### src/rtl/vga_timing_ctrl.sv
// vga_timing_ctrl
//   Generates VGA raster timing from the system clock. A divide-by-CLK_DIV
//   clock enable (pix_ce) paces horizontal/vertical counters; the counters
//   are decoded into registered sync, display-enable, coordinate and
//   line/frame pulse outputs. No derived clocks are created.
//
// Optional feature macro: VGA_FRAME_CNT_EN
//   When defined, adds a 16-bit free-running frame counter output.
//
// Ports
//   clk         in   system clock, all logic on rising edge
//   rst_n       in   synchronous active-low reset
//   en          in   run enable; low freezes the timing state
//   pix_ce      out  one-clk pixel strobe every CLK_DIV clks while en
//   hsync       out  horizontal sync, active level HSYNC_POL
//   vsync       out  vertical sync, active level VSYNC_POL
//   de          out  display enable (visible region and en)
//   x, y        out  pixel column/row while de, else 0
//   line_start  out  one-clk pulse when outputs first reflect h wrap to 0
//   frame_start out  one-clk pulse when outputs first reflect (h,v) wrap to (0,0)
//   frame_cnt   out  (VGA_FRAME_CNT_EN only) count of frame_start pulses
module vga_timing_ctrl #(
  parameter int   CLK_DIV   = 4,
  parameter int   H_ACTIVE  = 640,
  parameter int   H_FP      = 16,
  parameter int   H_SYNC    = 96,
  parameter int   H_BP      = 48,
  parameter int   V_ACTIVE  = 480,
  parameter int   V_FP      = 10,
  parameter int   V_SYNC    = 2,
  parameter int   V_BP      = 33,
  parameter logic HSYNC_POL = 1'b0,
  parameter logic VSYNC_POL = 1'b0
) (
  input  logic       clk,
  input  logic       rst_n,
  input  logic       en,
  output logic       pix_ce,
  output logic       hsync,
  output logic       vsync,
  output logic       de,
  output logic [9:0] x,
  output logic [9:0] y,
  output logic       line_start,
  output logic       frame_start
`ifdef VGA_FRAME_CNT_EN
  ,
  output logic [15:0] frame_cnt
`endif
);

  localparam int DIV_W   = (CLK_DIV > 1) ? $clog2(CLK_DIV) : 1;
  localparam int H_TOTAL = H_ACTIVE + H_FP + H_SYNC + H_BP;
  localparam int V_TOTAL = V_ACTIVE + V_FP + V_SYNC + V_BP;

  localparam logic [DIV_W-1:0] DIV_LAST = DIV_W'(CLK_DIV - 1);
  localparam logic [9:0] H_LAST   = 10'(H_TOTAL - 1);
  localparam logic [9:0] V_LAST   = 10'(V_TOTAL - 1);
  localparam logic [9:0] H_ACT    = 10'(H_ACTIVE);
  localparam logic [9:0] V_ACT    = 10'(V_ACTIVE);
  localparam logic [9:0] HS_START = 10'(H_ACTIVE + H_FP);
  localparam logic [9:0] HS_END   = 10'(H_ACTIVE + H_FP + H_SYNC);
  localparam logic [9:0] VS_START = 10'(V_ACTIVE + V_FP);
  localparam logic [9:0] VS_END   = 10'(V_ACTIVE + V_FP + V_SYNC);

  logic [DIV_W-1:0] div_cnt_q, div_cnt_d;
  logic [9:0]       h_cnt_q, h_cnt_d;
  logic [9:0]       v_cnt_q, v_cnt_d;
  logic             h_wrap_q, h_wrap_d;
  logic             v_wrap_q, v_wrap_d;
  logic             pix_ce_q, pix_ce_d;
  logic             hsync_q, hsync_d;
  logic             vsync_q, vsync_d;
  logic             de_q, de_d;
  logic [9:0]       x_q, x_d;
  logic [9:0]       y_q, y_d;
  logic             line_start_q, line_start_d;
  logic             frame_start_q, frame_start_d;
  logic             advance;

  // Divider: the strobe is registered, so the counters step one clk after
  // the divider reaches its last count. en gates the step as well so that a
  // strobe already in flight when en drops cannot move the counters.
  always_comb begin
    div_cnt_d = div_cnt_q;
    pix_ce_d  = 1'b0;
    if (en) begin
      pix_ce_d  = (div_cnt_q == DIV_LAST);
      div_cnt_d = (div_cnt_q == DIV_LAST) ? '0 : div_cnt_q + 1'b1;
    end
  end

  assign advance = pix_ce_q && en;

  // Raster counters. The wrap flags mark the edge where the counters wrapped
  // so the pulses can be issued together with the first decode of (0,v)/(0,0).
  always_comb begin
    h_cnt_d  = h_cnt_q;
    v_cnt_d  = v_cnt_q;
    h_wrap_d = 1'b0;
    v_wrap_d = 1'b0;
    if (advance) begin
      if (h_cnt_q == H_LAST) begin
        h_cnt_d  = '0;
        h_wrap_d = 1'b1;
        if (v_cnt_q == V_LAST) begin
          v_cnt_d  = '0;
          v_wrap_d = 1'b1;
        end else begin
          v_cnt_d = v_cnt_q + 10'd1;
        end
      end else begin
        h_cnt_d = h_cnt_q + 10'd1;
      end
    end
  end

  // Output decode from the current counters; frozen counters keep syncs steady.
  always_comb begin
    hsync_d       = ((h_cnt_q >= HS_START) && (h_cnt_q < HS_END)) ? HSYNC_POL : ~HSYNC_POL;
    vsync_d       = ((v_cnt_q >= VS_START) && (v_cnt_q < VS_END)) ? VSYNC_POL : ~VSYNC_POL;
    de_d          = (h_cnt_q < H_ACT) && (v_cnt_q < V_ACT) && en;
    x_d           = de_d ? h_cnt_q : '0;
    y_d           = de_d ? v_cnt_q : '0;
    line_start_d  = h_wrap_q;
    frame_start_d = v_wrap_q;
  end

  always_ff @(posedge clk) begin
    if (!rst_n) begin
      div_cnt_q     <= '0;
      h_cnt_q       <= '0;
      v_cnt_q       <= '0;
      h_wrap_q      <= 1'b0;
      v_wrap_q      <= 1'b0;
      pix_ce_q      <= 1'b0;
      hsync_q       <= ~HSYNC_POL;
      vsync_q       <= ~VSYNC_POL;
      de_q          <= 1'b0;
      x_q           <= '0;
      y_q           <= '0;
      line_start_q  <= 1'b0;
      frame_start_q <= 1'b0;
    end else begin
      div_cnt_q     <= div_cnt_d;
      h_cnt_q       <= h_cnt_d;
      v_cnt_q       <= v_cnt_d;
      h_wrap_q      <= h_wrap_d;
      v_wrap_q      <= v_wrap_d;
      pix_ce_q      <= pix_ce_d;
      hsync_q       <= hsync_d;
      vsync_q       <= vsync_d;
      de_q          <= de_d;
      x_q           <= x_d;
      y_q           <= y_d;
      line_start_q  <= line_start_d;
      frame_start_q <= frame_start_d;
    end
  end

`ifdef VGA_FRAME_CNT_EN
  logic [15:0] frame_cnt_q, frame_cnt_d;

  // Steps together with frame_start so the new count is visible with the pulse.
  always_comb begin
    frame_cnt_d = frame_start_d ? frame_cnt_q + 16'd1 : frame_cnt_q;
  end

  always_ff @(posedge clk) begin
    if (!rst_n) begin
      frame_cnt_q <= '0;
    end else begin
      frame_cnt_q <= frame_cnt_d;
    end
  end

  assign frame_cnt = frame_cnt_q;
`endif

  assign pix_ce      = pix_ce_q;
  assign hsync       = hsync_q;
  assign vsync       = vsync_q;
  assign de          = de_q;
  assign x           = x_q;
  assign y           = y_q;
  assign line_start  = line_start_q;
  assign frame_start = frame_start_q;

endmodule
### config.mk
export PLATFORM = sky130hd
export DESIGN_NAME = vga_timing_ctrl
export DESIGN_NICKNAME = d
export VERILOG_FILES = /design/src/rtl/vga_timing_ctrl.sv
export SDC_FILE = /design/constraint.sdc
export NUM_CORES = 1
export LEC_CHECK = 0
export ABC_AREA = 1
export BUFFER_PORTS_ARGS = -buffer_cell sky130_fd_sc_hd__buf_2
export CORE_ASPECT_RATIO = 1.4
export CORE_MARGIN = 2
export CORE_UTILIZATION = 50
export DETAILED_ROUTE_END_ITERATION = 8
export PLACE_DENSITY = 0.71
export SLEW_MARGIN = 20
export SYNTH_ARGS = -nofsm -noshare
export SYNTH_HDL_FRONTEND = slang
export SYNTH_SLANG_ARGS = --single-unit
### constraint.sdc
create_clock -name clk -period 1.4 [get_ports clk]
set_input_delay 0.28 -clock clk [delete_from_list [all_inputs] [get_ports clk]]
set_output_delay 0.28 -clock clk [all_outputs]
set_load 0.02 [all_outputs]
## After elaboration in Yosys (flattened, before gate mapping)

Index checks and enable logic that the tools add are counted.

| cells by class | value |
|---|---|
| add/sub/neg operators | 3 |
| order comparisons | 6 |
| equal/unequal tests | 3 |
| mux-type cells | 7 |
| reductions and logical operators | 10 |

Operators by type and width:

| kind | count |
|---|---|
| $add 10x1->10 const B | 2 |
| $eq 10x10->1 const B | 2 |
| $lt 10x10->1 const B | 2 |
| $lt 10x9->1 const B | 2 |
| $mux 10 | 2 |
| $ge 10x10->1 const B | 1 |
| $ge 10x9->1 const B | 1 |
| $reduce_and 2->1 | 4 |
| $logic_and 1x1->1 | 5 |
| $mux 1 | 4 |
| $reduce_and 3->1 | 1 |
| $add 2x1->2 const B | 1 |
| $eq 2x2->1 const B | 1 |
| $mux 2 | 1 |

| storage, ports and cells | value |
|---|---|
| register bits | 50 |
| bits of input ports | 3 |
| output and inout bits | 26 |
| logic and storage cells | 42 |

## Longest topological paths before layout

| depth | value |
|---|---|
| depth after elaboration | 4 |
| mapped depth | 9 |
| gate-level depth less buffers | 9 |

## Worst setup path after synthesis

No wires, ideal clock.

| path | value |
|---|---|
| path type | reg-to-reg |
| start point | register h_cnt_q[0] |
| end point | register v_cnt_q[2] |
| arrival | 1.231 ns |
| slack | 0.054 ns |
| stages on the path, launching flop included | 10 |
| path buffers | 1 |
| clock period less this slack | 1.346 ns |
| cell sequence | dfxtp_1 -> ha_1 -> nand3_2 -> inv_1 -> nand3_4 -> nand2_2 -> buf_6 -> nand2_1 -> nand2_1 -> nor2_1 |

| on the way | value |
|---|---|
| longest elaborated chain between the ends | 2 |

RTL lines:

| what | RTL line | RTL |
|---|---|---|
| start, declared | 67 | `logic [9:0] h_cnt_q, h_cnt_d;` |
| start signal, assigned | 146 | `h_cnt_q <= h_cnt_d;` |
| $eq 10x10->1 | 103 | `if (h_cnt_q == H_LAST) begin` |
| $reduce_and 2->1 (no line) | -- |  |
| end signal, assigned | 147 | `v_cnt_q <= v_cnt_d;` |
| end, declared | 68 | `logic [9:0] v_cnt_q, v_cnt_d;` |

No other way between the ends.
A chain may end at the register's enable or synchronous reset.

## Worst setup path after layout

| path | value |
|---|---|
| start point | register h_cnt_q[0] |
| end point | register v_cnt_q[0] |

Same word-level chain as after synthesis.

==> impl_results.md <==
* Unique cell type count in the Yosys netlist at 26
* Place WS at -0.00927 ns
* Drt drc at 0
* CP Launch Type: flip-flop
* Crit Path Max Fanout at 4
* Synth Instances at 262
* WL per Instance at 11.6 um
* Crit. End Element: flip-flop
* Final Slew Violations at 0
* Placed Cells at 345
* Post-DRT Antenna Nets at 0
* Mapped Area at 2000 sq um
* # diodes at 0
* First-pass GRT wire length at 6970 um
* Endpoints failing setup at 0
* Vias in the first global route at 1,581
* Mux share of post-synthesis cell area at 0
* Insertion delay to the later sink of the worst-skew pair at 0.30 ns
* Initial antenna violation count at 0
* PwrDens at 1030 nW/um^2
* IO Pins at 29
* Avg Inst Size Synth at 7.65 sq um
* Max IR drop VDD at 0.954 mV
* Post-synthesis compound-gate area fraction at 0.0468
* Crit path arrival time at 1.56 ns
* R2r setup slk at 0.08 ns
* Core area at 3880 sq um
* Final Cell Area at 2470 sq um
* Tmin final at 1.32 ns
* H-tree levels at 2
* Post-synthesis simple-gate area fraction at 0.320
* Pwr Total at 2.54 mW
* Fin Clk Skew at 0.00897 ns
* Total number of vias at 1,709
* Remaining Overflow, GRT at 0
* Clock sinks at 50
* Via density at 4.84
* Min setup slack post-route at 0.0759 ns
* Pre-Repair DR Iteration Count at 4
* Tcrit/Tclk final at 0.946
* Max cap viols at 0
* Most frequent cells in the layout: 53 x nor2_1, 50 x nand2_1, 44 x dfxtp_1
* CP required at 1.63 ns
* Initial core utilization at 0.516
* First DRT Iteration DRCs at 33
* Leakage at 1.17 nW
* Placed instance area at 2290 sq um
* CTS Hold Bufs at 0
* Fin. Hold Viols at 0
* TritonCTS clock tree: done
* GRT Util Overall at 0.201
* Largest family of logic cells by synthesized area: simple AND/OR/NAND/NOR gates
* Post-synthesis register bit count at 50
* WL final at 4090 um
* Synthesis-to-finish area growth at 23.5%
* Final Wtd Congestion at 0.912
* Critical Path, Cell by Cell: ha_2, nand3_2, inv_1, nand3_4, buf_4, nand2_1, a21boi_0
* Status: complete, no violations
* Most common cell after layout, fill and taps aside: nor2_1
* Largest net degree at the start of global routing at 17
* Die Ht at 78.9 um
* Synth Area in Adders at 0.0375
* Post-Synth XOR/XNOR Area at 0.00437
* Hold crit path type: in2reg
* HPWL Detailed at 3080 um
* Slowest Stage Delay on Critical Path at 0.36 ns
* Die W at 57.5 um
* Sequential area share after synthesis at 0.500
* Syn_nets at 271
* Crit path kind: reg2reg
* Synth warn at 0
* Final Non-Filler Cells at 353
* Die Footprint at 4540 sq um
* Port Buffers at 28
* Slowest stage cell, crit path: dfxtp_2
* Root Buffer: clkbuf_8
* Worst-path clk slew at 0.09 ns
* Rows at 27
* Share of cells above drive strength 1 at 0.261
* Final Net Count at 318
* CTS Buf Count at 5
* RSZ-0062 raised after global routing: true
* Clock Path Buffers at 2
* Max Fclk at 755 MHz
[sequential cells by signal, summed over array words and instances (netlist names)]
signal         count
de                 1
line_start         1
x                 10
frame_start        1
h_wrap_q           1
v_cnt_q           10
vsync              1
y                 10
div_cnt_q          2
hsync              1
h_cnt_q           10
pix_ce             1
frame_start_d      1
[cells by family after synthesis]
family,count (synthesis)
other cells,1
flops,50
simple gates,143
fa+ha+maj,6
xor+xnor,1
buf+inv,44
compound gates,17
[synth_stat cells (all sizes together)]
| library cell | n | area (sq um) |
|---|---|---|
| xor2 | 1 | 8.76 |
| buf | 4 | 28.8 |
| inv | 40 | 150 |
| nor3 | 8 | 40.0 |
| dfxtp | 50 | 1000 |
| conb | 1 | 3.75 |
| o2111ai | 1 | 8.76 |
| ha | 6 | 75.1 |
| a211oi | 1 | 7.51 |
| o21ai | 5 | 25.0 |
| nand2 | 55 | 219 |
| nand4 | 6 | 37.5 |
| a21oi | 9 | 45.0 |
| nand3b | 2 | 15.0 |
| nand3 | 14 | 87.6 |
| a21boi | 1 | 7.51 |
| nor2 | 58 | 243 |
[cell type report]
class                      count  area, sq um
clock buffer                   5         68.8
clock inverter                 3         43.8
fill                         341         1410
inverter                      40          150
multi-input combinational    168          890
sequential                    50         1010
tap                           43         53.8
timing repair buffer          44          260
[timing repair]
action | in CTS | in global routing
pin swaps | 0 | 6
resized for setup | 2 | 22
buffers inserted | 0 | 0
setup endpoints to repair | 7 | 18
[worst max-delay path, delay by kind of cell (launching register included)]
kind / cells / cell delay, ns
adder cells (fa/ha/maj): 1 / 0.20
buffers and inverters: 2 / 0.29
flip-flops: 1 / 0.36
AND/OR/NAND/NOR: 3 / 0.25
AO/OA/AOI/OAI: 1 / 0.16
[per-layer routing]
layer | share of wire | routed length, um | vias to the layer above | global-route usage
li1 | - | - | 903 | -
met3 | 0.034 | 138 | 12 | 0.0456
met5 | 0 | 0 | - | 0
met4 | 0.027 | 112 | 0 | 0.0930
met1 | 0.40 | 1650 | 761 | 0.218
met2 | 0.53 | 2190 | 33 | 0.360
[path summary, 6_finish.rpt]
| check | from | endpoint | cells after the start |
|---|---|---|---|
| worst max-delay path | h_cnt_q[0]$_SDFFE_PN0P_ | v_cnt_q[0]$_SDFFE_PN0P_ | 7 |
| worst min-delay path | en | div_cnt_q[1]$_SDFFE_PN0P_ | 2 |
| worst max register to register | h_cnt_q[0]$_SDFFE_PN0P_ | v_cnt_q[0]$_SDFFE_PN0P_ | 7 |
| worst min register to register | h_wrap_q$_SDFF_PN0_ | line_start$_SDFF_PN0_ | 2 |
[power breakdown]
group | internal [mW] | switching [mW]
registers | 1.43 | 0.00420
logic | 0.0299 | 0.0537
clock network | 0.536 | 0.484
[stage by stage]
step                setup TNS [ns]  hold WS, ns   util
floorplan                        0        0.373      -
global placement                 0        0.405  0.589
detailed placement         -0.0310        0.407  0.589
CTS                              0        0.250  0.620
global route               -0.0417        0.281  0.637
finish                           0        0.255  0.637
Note: power is estimated with default switching activity, not from simulation.
